File: src/rtl/pipe_ctrl.sv
// Pipeline controller: RAW/WAW scoreboard, decode stall, redirect flush and halt/drain/resume sequencing.
// Latency: issue/stall/flush are combinational from inputs and state; scoreboard, FSM, halted and stall count update on the next edge.
// Backpressure: decode holds while hazard, EX busy, flush or a non-RUN state is present; nothing here is ever back-pressured itself.
module pipe_ctrl #(
  parameter int NREG         = 32,
  parameter int AW           = 5,
  parameter int FLUSH_CYCLES = 2
) (
  input  logic          clk,
  input  logic          rst,
  input  logic          id_valid_i,
  input  logic [AW-1:0] id_rs1_i,
  input  logic [AW-1:0] id_rs2_i,
  input  logic          id_rs1_en_i,
  input  logic          id_rs2_en_i,
  input  logic [AW-1:0] id_rd_i,
  input  logic          id_rd_en_i,
  input  logic          ex_busy_i,
  input  logic          ex_redirect_i,
  input  logic          wb_valid_i,
  input  logic [AW-1:0] wb_rd_i,
  input  logic          halt_req_i,
  input  logic          resume_i,
  output logic          id_issue_o,
  output logic          id_stall_o,
  output logic          flush_o,
  output logic          halted_o,
  output logic [31:0]   stall_cnt_o
);

  typedef enum logic [1:0] {
    RUN    = 2'd0,
    FLUSH  = 2'd1,
    DRAIN  = 2'd2,
    HALTED = 2'd3
  } state_t;

  // A single-cycle flush needs no FLUSH state: flush_o follows the redirect directly.
  localparam bit         USE_FLUSH    = (FLUSH_CYCLES > 1);
  localparam logic [3:0] FLUSH_RELOAD = 4'(FLUSH_CYCLES - 1);

  state_t          state_q, state_d;
  logic [3:0]      fcnt_q, fcnt_d;
  logic [NREG-1:0] pend_q, pend_d;
  logic            halt_blk_q, halt_blk_d;
  logic [31:0]     stall_cnt_q;
  logic            hazard;
  logic            halt_go;

  // No write-through: a WB clear this cycle does not release the hazard until next cycle.
  assign hazard = (id_rs1_en_i & pend_q[id_rs1_i]) |
                  (id_rs2_en_i & pend_q[id_rs2_i]) |
                  (id_rd_en_i  & pend_q[id_rd_i]);

  assign flush_o     = ex_redirect_i | (state_q == FLUSH);
  assign id_stall_o  = id_valid_i & (hazard | ex_busy_i | flush_o | (state_q != RUN));
  assign id_issue_o  = id_valid_i & ~id_stall_o;
  assign halted_o    = (state_q == HALTED);
  assign stall_cnt_o = stall_cnt_q;

  // A halt request left high across a resume must be dropped and re-raised before it counts again.
  assign halt_go = halt_req_i & ~halt_blk_q;

  // Next-state logic for the run/flush/drain/halt sequencer and its flush counter.
  always_comb begin
    state_d    = state_q;
    fcnt_d     = fcnt_q;
    halt_blk_d = halt_req_i ? halt_blk_q : 1'b0;
    case (state_q)
      RUN: begin
        if (ex_redirect_i && USE_FLUSH) begin
          state_d = FLUSH;
          fcnt_d  = FLUSH_RELOAD;
        end else if (halt_go) begin
          state_d = DRAIN;
        end
      end
      FLUSH: begin
        if (ex_redirect_i) begin
          fcnt_d = FLUSH_RELOAD;
        end else if (fcnt_q <= 4'd1) begin
          fcnt_d  = 4'd0;
          state_d = halt_go ? DRAIN : RUN;
        end else begin
          fcnt_d = fcnt_q - 4'd1;
        end
      end
      DRAIN: begin
        if ((pend_q == '0) && !ex_busy_i) begin
          state_d = HALTED;
        end
      end
      HALTED: begin
        if (resume_i) begin
          state_d    = RUN;
          halt_blk_d = 1'b1;
        end
      end
      default: state_d = RUN;
    endcase
  end

  // Scoreboard update: retire clears, issue sets, set wins on the same index, r0 never tracked.
  always_comb begin
    pend_d = pend_q;
    if (wb_valid_i) begin
      pend_d[wb_rd_i] = 1'b0;
    end
    if (id_issue_o && id_rd_en_i) begin
      pend_d[id_rd_i] = 1'b1;
    end
    pend_d[0] = 1'b0;
  end

  // State, scoreboard and saturating stall counter registers.
  always_ff @(posedge clk) begin
    if (rst) begin
      state_q     <= RUN;
      fcnt_q      <= 4'd0;
      pend_q      <= '0;
      halt_blk_q  <= 1'b0;
      stall_cnt_q <= 32'd0;
    end else begin
      state_q    <= state_d;
      fcnt_q     <= fcnt_d;
      pend_q     <= pend_d;
      halt_blk_q <= halt_blk_d;
      if (id_stall_o && (stall_cnt_q != 32'hFFFF_FFFF)) begin
        stall_cnt_q <= stall_cnt_q + 32'd1;
      end
    end
  end

endmodule

File: config.mk
export PLATFORM = sky130hd
export DESIGN_NAME = pipe_ctrl
export DESIGN_NICKNAME = d
export VERILOG_FILES = /design/src/rtl/pipe_ctrl.sv
export SDC_FILE = /design/constraint.sdc
export NUM_CORES = 1
export LEC_CHECK = 0
export CORE_ASPECT_RATIO = 0.75
export CORE_UTILIZATION = 50
export CTS_BUF_LIST = sky130_fd_sc_hd__clkbuf_8
export CTS_CLUSTER_DIAMETER = 50
export DETAILED_ROUTE_END_ITERATION = 10
export GPL_TIMING_DRIVEN = 0
export PLACE_DENSITY_LB_ADDON = 0.1
export SLEW_MARGIN = 20
export SYNTH_ARGS = -nofsm -noshare
export SYNTH_HDL_FRONTEND = slang
export SYNTH_SLANG_ARGS = --single-unit
File: constraint.sdc
create_clock -name clk -period 2.9 [get_ports clk]
set_clock_uncertainty 0.1 [all_clocks]
set_input_delay 0.58 -clock clk [delete_from_list [all_inputs] [get_ports clk]]
set_output_delay 0.58 -clock clk [all_outputs]
set_load 0.01 [all_outputs]
* Yosys cells after proc, flatten, opt, wreduce, memory -nomap -nowiden
Index checks and enable logic that the tools add are counted.
** Cells by class
- Add/subtract/negate cells :: 2
- $mul :: 0
- Div/mod/pow operators :: 0
- Order comparisons :: 7
- Equality and inequality tests :: 10
- Shift-type cells :: 0
- Mux-type cells :: 27
- Bitwise logic cells :: 17
- Reductions and logical operators :: 12
** Operators with widths (count)
- $mux W32 :: 2
- $add A32 B1 Y32 const B :: 1
- $and A32 B32 Y32 :: 1
- $logic_not A32 Y1 :: 1
- $ne A32 B32 Y1 const B :: 1
- $not A32 Y32 :: 1
- $or A32 B32 Y32 :: 1
- $lt A5 B6 Y1 const B :: 4
- $bmux W1 S5 :: 3
- $mux W2 :: 7
- $mux W4 :: 3
- $demux W1 S5 :: 2
- $ge A5 B1 Y1 const B :: 2
- $mux W1 :: 8
- $ne A2 B2 Y1 const B :: 4
- $pmux W2 S4 :: 1
- $pmux W4 S2 :: 1
- $and A1 B1 Y1 :: 6
- $or A1 B1 Y1 :: 6
- $logic_and A1 B1 Y1 :: 5
- $reduce_and A5 Y1 :: 1
- $eq A2 B2 Y1 const B :: 2
- $le A4 B1 Y1 const B :: 1
- $reduce_bool A2 Y1 :: 2
- 8 further kinds :: 9
** Word-level totals
- Register bits :: 71
- Latch bits :: 0
- RAM bits :: 0
- Memory bits (read-only) :: 0
- Bits of input ports :: 31
- Output and inout port bits :: 36
- Word-level logic and storage cells :: 81
- Memories :: 0

* Logic depth before layout (Yosys ltp)
- Depth in word-level cells :: 13
- Depth in mapped cells :: 11
- Gate-level depth less buffers :: 9

* Worst setup path before layout
OpenSTA, ideal clock, no wires.
- Kind :: input to output
- Start point :: input id_rs2_i[0]
- End point :: output id_issue_o
- Arrival :: 2368 ps
- Setup slack :: -148 ps
- Stages on the path :: 8
- Buffers on the path :: 2
- Cell sequence :: buf_2 > mux4_2 > mux2i_1 > nand2_1 > a211oi_1 > nand3_1 > clkbuf_1 > a21oi_1
** Between the ends
- Longest elaborated chain between the ends :: 11
** RTL lines
- start, declared :: RTL line 13 : input logic [AW-1:0] id_rs2_i,
- $bmux W1 S5 :: RTL line 52 : (id_rs2_en_i & pend_q[id_rs2_i]) |
- $mux W1 (not written as such) :: RTL line 52
- $and A1 B1 Y1 :: RTL line 52
- $or A1 B1 Y1 :: RTL line 51 : assign hazard = (id_rs1_en_i & pend_q[id_rs1_i]) |
- $or A1 B1 Y1 :: RTL line 52
- $or A1 B1 Y1 (3 in series) :: RTL line 56 : assign id_stall_o = id_valid_i & (hazard | ex_busy_i | flush_o | (state_q != RUN));
- $and A1 B1 Y1 :: RTL line 56
- $not A1 Y1 :: RTL line 57 : assign id_issue_o = id_valid_i & ~id_stall_o;
- $and A1 B1 Y1 :: RTL line 57
- end, declared :: RTL line 24 : output logic id_issue_o,
No other way between the ends. The select of a mux whose other input is x is not followed.

* Final worst setup path
- Start point :: input id_rs1_i[1]
- End point :: output id_issue_o
** Between the ends
- Longest elaborated chain between the ends :: 11
** RTL lines
- start, declared :: RTL line 12 : input logic [AW-1:0] id_rs1_i,
- $bmux W1 S5 :: RTL line 51
- $mux W1 (not written as such) :: RTL line 51
- $and A1 B1 Y1 :: RTL line 51
- $or A1 B1 Y1 :: RTL line 51
- $or A1 B1 Y1 :: RTL line 52
- $or A1 B1 Y1 (3 in series) :: RTL line 56
- $and A1 B1 Y1 :: RTL line 56
- $not A1 Y1 :: RTL line 57
- $and A1 B1 Y1 :: RTL line 57
No other way between the ends. The select of a mux whose other input is x is not followed.

==> flow_metrics.env <==
export IMPL_status="finished with violations"
export IMPL_violations="setup timing"
export IMPL_avgViaCountPerCell=6.82
export IMPL_max_clock_freq_ghz=0.337
export IMPL_grt_overflow_total=0
export IMPL_dr_total_vias=5047
export IMPL_min_period_over_period_pct=102
export IMPL_worst_pin_slew_ps=672
export IMPL_postRouteAntennaNets=0
export IMPL_placed_area_um2=5390
export IMPL_mappedNetlistArea_um2=4630
export IMPL_final_cells=740
export IMPL_gp_congestion=0.961
export IMPL_comb_power_share_pct=18.4
export IMPL_arrival_ps=2290
export IMPL_wirelength_mm=15.6
export IMPL_worst_setup_path_end_kind="primary output"
export IMPL_setup_violations=2
export IMPL_maxCapViolations=0
export IMPL_grt_usage_pct=32.6
export IMPL_drv_slew=0
export IMPL_ir_worst_vdd_v=0.000210
export IMPL_r2r_cells=9
export IMPL_final_common_cell="clkdlybuf4s50_1"
export IMPL_rr_endpoint="stall_cnt_o[20]"
export IMPL_maxSlewHeadroom_pct=55.2
export IMPL_die_w_um=113
export IMPL_diodes=0
export IMPL_htreeDepth=3
export IMPL_grt_pass1_vias=4694
export IMPL_cts_inserted_buffers=9
export IMPL_synth_flop_cell="dfxtp_1"
export IMPL_dp_cells=712
export IMPL_drtPass1Iterations=5
export IMPL_cts_sinks=70
export IMPL_synth_lib_cells_used_distinct=47
export IMPL_dieArea_um2=9660
export IMPL_fin_hold_ws_ps=397
export IMPL_min_to="stall_cnt_o[10]"
export IMPL_boundaryPins=67
export IMPL_antenna_found_initial=0
export IMPL_synth_nets=576
export IMPL_portBuffers=58
export IMPL_ys_ff_latch=70
export IMPL_start_kind="input port"
export IMPL_nNetsFinal=657
export IMPL_cp_max_fo=7
export IMPL_grt_setup_unrepaired="true"
export IMPL_min_delay_start="stall_cnt_o[10]"
export IMPL_layout_common_cells="51 x clkdlybuf4s50_1, 46 x dfxtp_1, 41 x nand2_1, 32 x o41ai_1"
export IMPL_grt_max_degree=13
export IMPL_drc=0
export IMPL_cp_data_required_time_ps=2220
export IMPL_swShare_pct=30.8
export IMPL_design_area_um2=5840
export IMPL_max_clock_path_buffers=2
export IMPL_synth_edf_count=0
export IMPL_drtIter0Drc=548
export IMPL_dp_hpwl_mm=11.1
export IMPL_clkTransAtPathRegs_ps=80
export IMPL_hold_path_class="flip-flop to flip-flop"
export IMPL_wl_per_cell_um=21.0
export IMPL_min_period_ps=2970
export IMPL_power_internal_mw=1.46
export IMPL_reg2reg_slack_ps=70
export IMPL_drive_gt1_share_pct=20.7
export IMPL_rr_startpoint="pend_q[2]"
export IMPL_setup_slack_ps=-67.1
export IMPL_place_ws_ps=-1280
export IMPL_holdPathStages=2
export IMPL_clk_insertion_delay_late_ps=370
export IMPL_synthArstFlopShare_pct=0
export IMPL_cts_root_buf="clkbuf_8"
export IMPL_seq_area_frac_synth_pct=30.3
export IMPL_powerDensity_nw_per_um2=362
export IMPL_crit_type="input port to primary output"
export IMPL_pwr_share_seq_pct=46.7
export IMPL_core_area_um2=9010
export IMPL_grt_pass1_wl_mm=24.4
export IMPL_final_hold_viol_count=0
export IMPL_tritoncts="yes"
export IMPL_initial_core_util_pct=51.4
export IMPL_syn_inst=542
export IMPL_syn2layout_area_growth_pct=26.1
export IMPL_syn_avg_cell_area_um2=8.55
export IMPL_p_clk_share_pct=34.9
export IMPL_ys_warnings_count=0
export IMPL_power_leakage_nw=2.00
export IMPL_p_sw_mw=0.651
export IMPL_die_h_um=85.4
export IMPL_rows=30
==> layout make-up <==
class | instances | area, um^2
Multi-Input combinational cell | 417 | 3110
Tap cell | 112 | 140
Timing Repair Buffer | 73 | 676
Clock inverter | 6 | 37.5
Clock buffer | 10 | 138
Fill cell | 795 | 3170
Sequential cell | 70 | 1450
Buffer | 39 | 246
Inverter | 13 | 51.3
==> power groups by stage <==
stage	logic, mW	clock network, mW	registers (mW)
floorplan	0.221	0	1.01
global placement	0.338	0	1.01
detailed placement	0.348	0	1.02
CTS	0.377	0.738	0.991
global route	0.424	0.779	0.990
finish	0.389	0.738	0.987
==> worst max-delay path: stages <==
cell and delay, ps:
buf_4 110, buf_6 140, mux4_1 540, mux2i_1 180, nand3_1 120, nand4_1 100
nand3_2 170, a21oi_4 180, buf_2 150
==> stage by stage <==
stage	util, %	total power, mW	TNS [ps]
floorplan	-	1.23	-144
global placement	59.8	1.35	-37080
detailed placement	59.8	1.36	-41400
CTS	64.2	2.11	-167
global route	64.8	2.19	-194
finish	64.8	2.11	-88.2
==> synthesized netlist by cell type (all sizes together), types with 4 or more instances <==
master,instances,area [um^2]
mux2i,15,150
nor2,29,109
nor4,11,68.8
nand3,24,120
nor2b,32,200
o41ai,32,280
o31ai,11,82.6
nor3b,6,45.0
mux2,12,135
buf,9,71.3
nand4b,4,35.0
and3,6,37.5
mux4,17,409
clkbuf,33,124
nor3,8,40.0
dfxtp,70,1400
inv,13,48.8
o21ai,31,155
nand4,14,87.6
or4,12,93.8
and4,8,72.6
a21oi,31,155
nand2,41,154
nand3b,26,195
or3,15,93.8
==> logic make-up after synthesis <==
group / synth area share [%]
xor+xnor: 0.378
simple gates: 31.1
fa+ha+maj: 0.810
buf+inv: 5.27
flops: 30.3
mux: 15.0
compound gates: 17.2
==> routing by layer <==
layer  part of all wire, %  global-route usage (%)  wire length [um]
met1                    44                    45.9              6850
met2                    42                    47.4              6570
met3                    12                    10.4              1820
met4                   2.0                    10.3               313
met5                     0                       0                 0
==> what timing repair did <==
action	CTS	global route
pin swaps	7	5
hold endpoints to repair	0	0
setup endpoints to repair	63	30
cloned	1	0
setup buffers	13	1
gates resized for setup	81	26
hold buffers	0	0
==> state kept, by name, indices dropped and copies added (netlist names) <==
name / flops
stall_cnt_o: 32
pend_q: 31
fcnt_q: 4
state_q: 2
halt_blk_q: 1
==> worst max-delay path by stage <==
stage	slack [ps]	depth (start not counted)	end	startpoint
after global routing	-100	8	id_stall_o	pend_q[31]
after floorplan	-50	8	id_issue_o	id_rs2_i[0]
after global placement	-1210	10	id_issue_o	id_rs1_i[1]
final	-70	9	id_issue_o	id_rs1_i[1]
after detailed placement	-1280	10	id_issue_o	id_rs1_i[1]
after CTS	-120	8	id_issue_o	pend_q[15]
No activity file was read; power rests on OpenSTA's default activity.
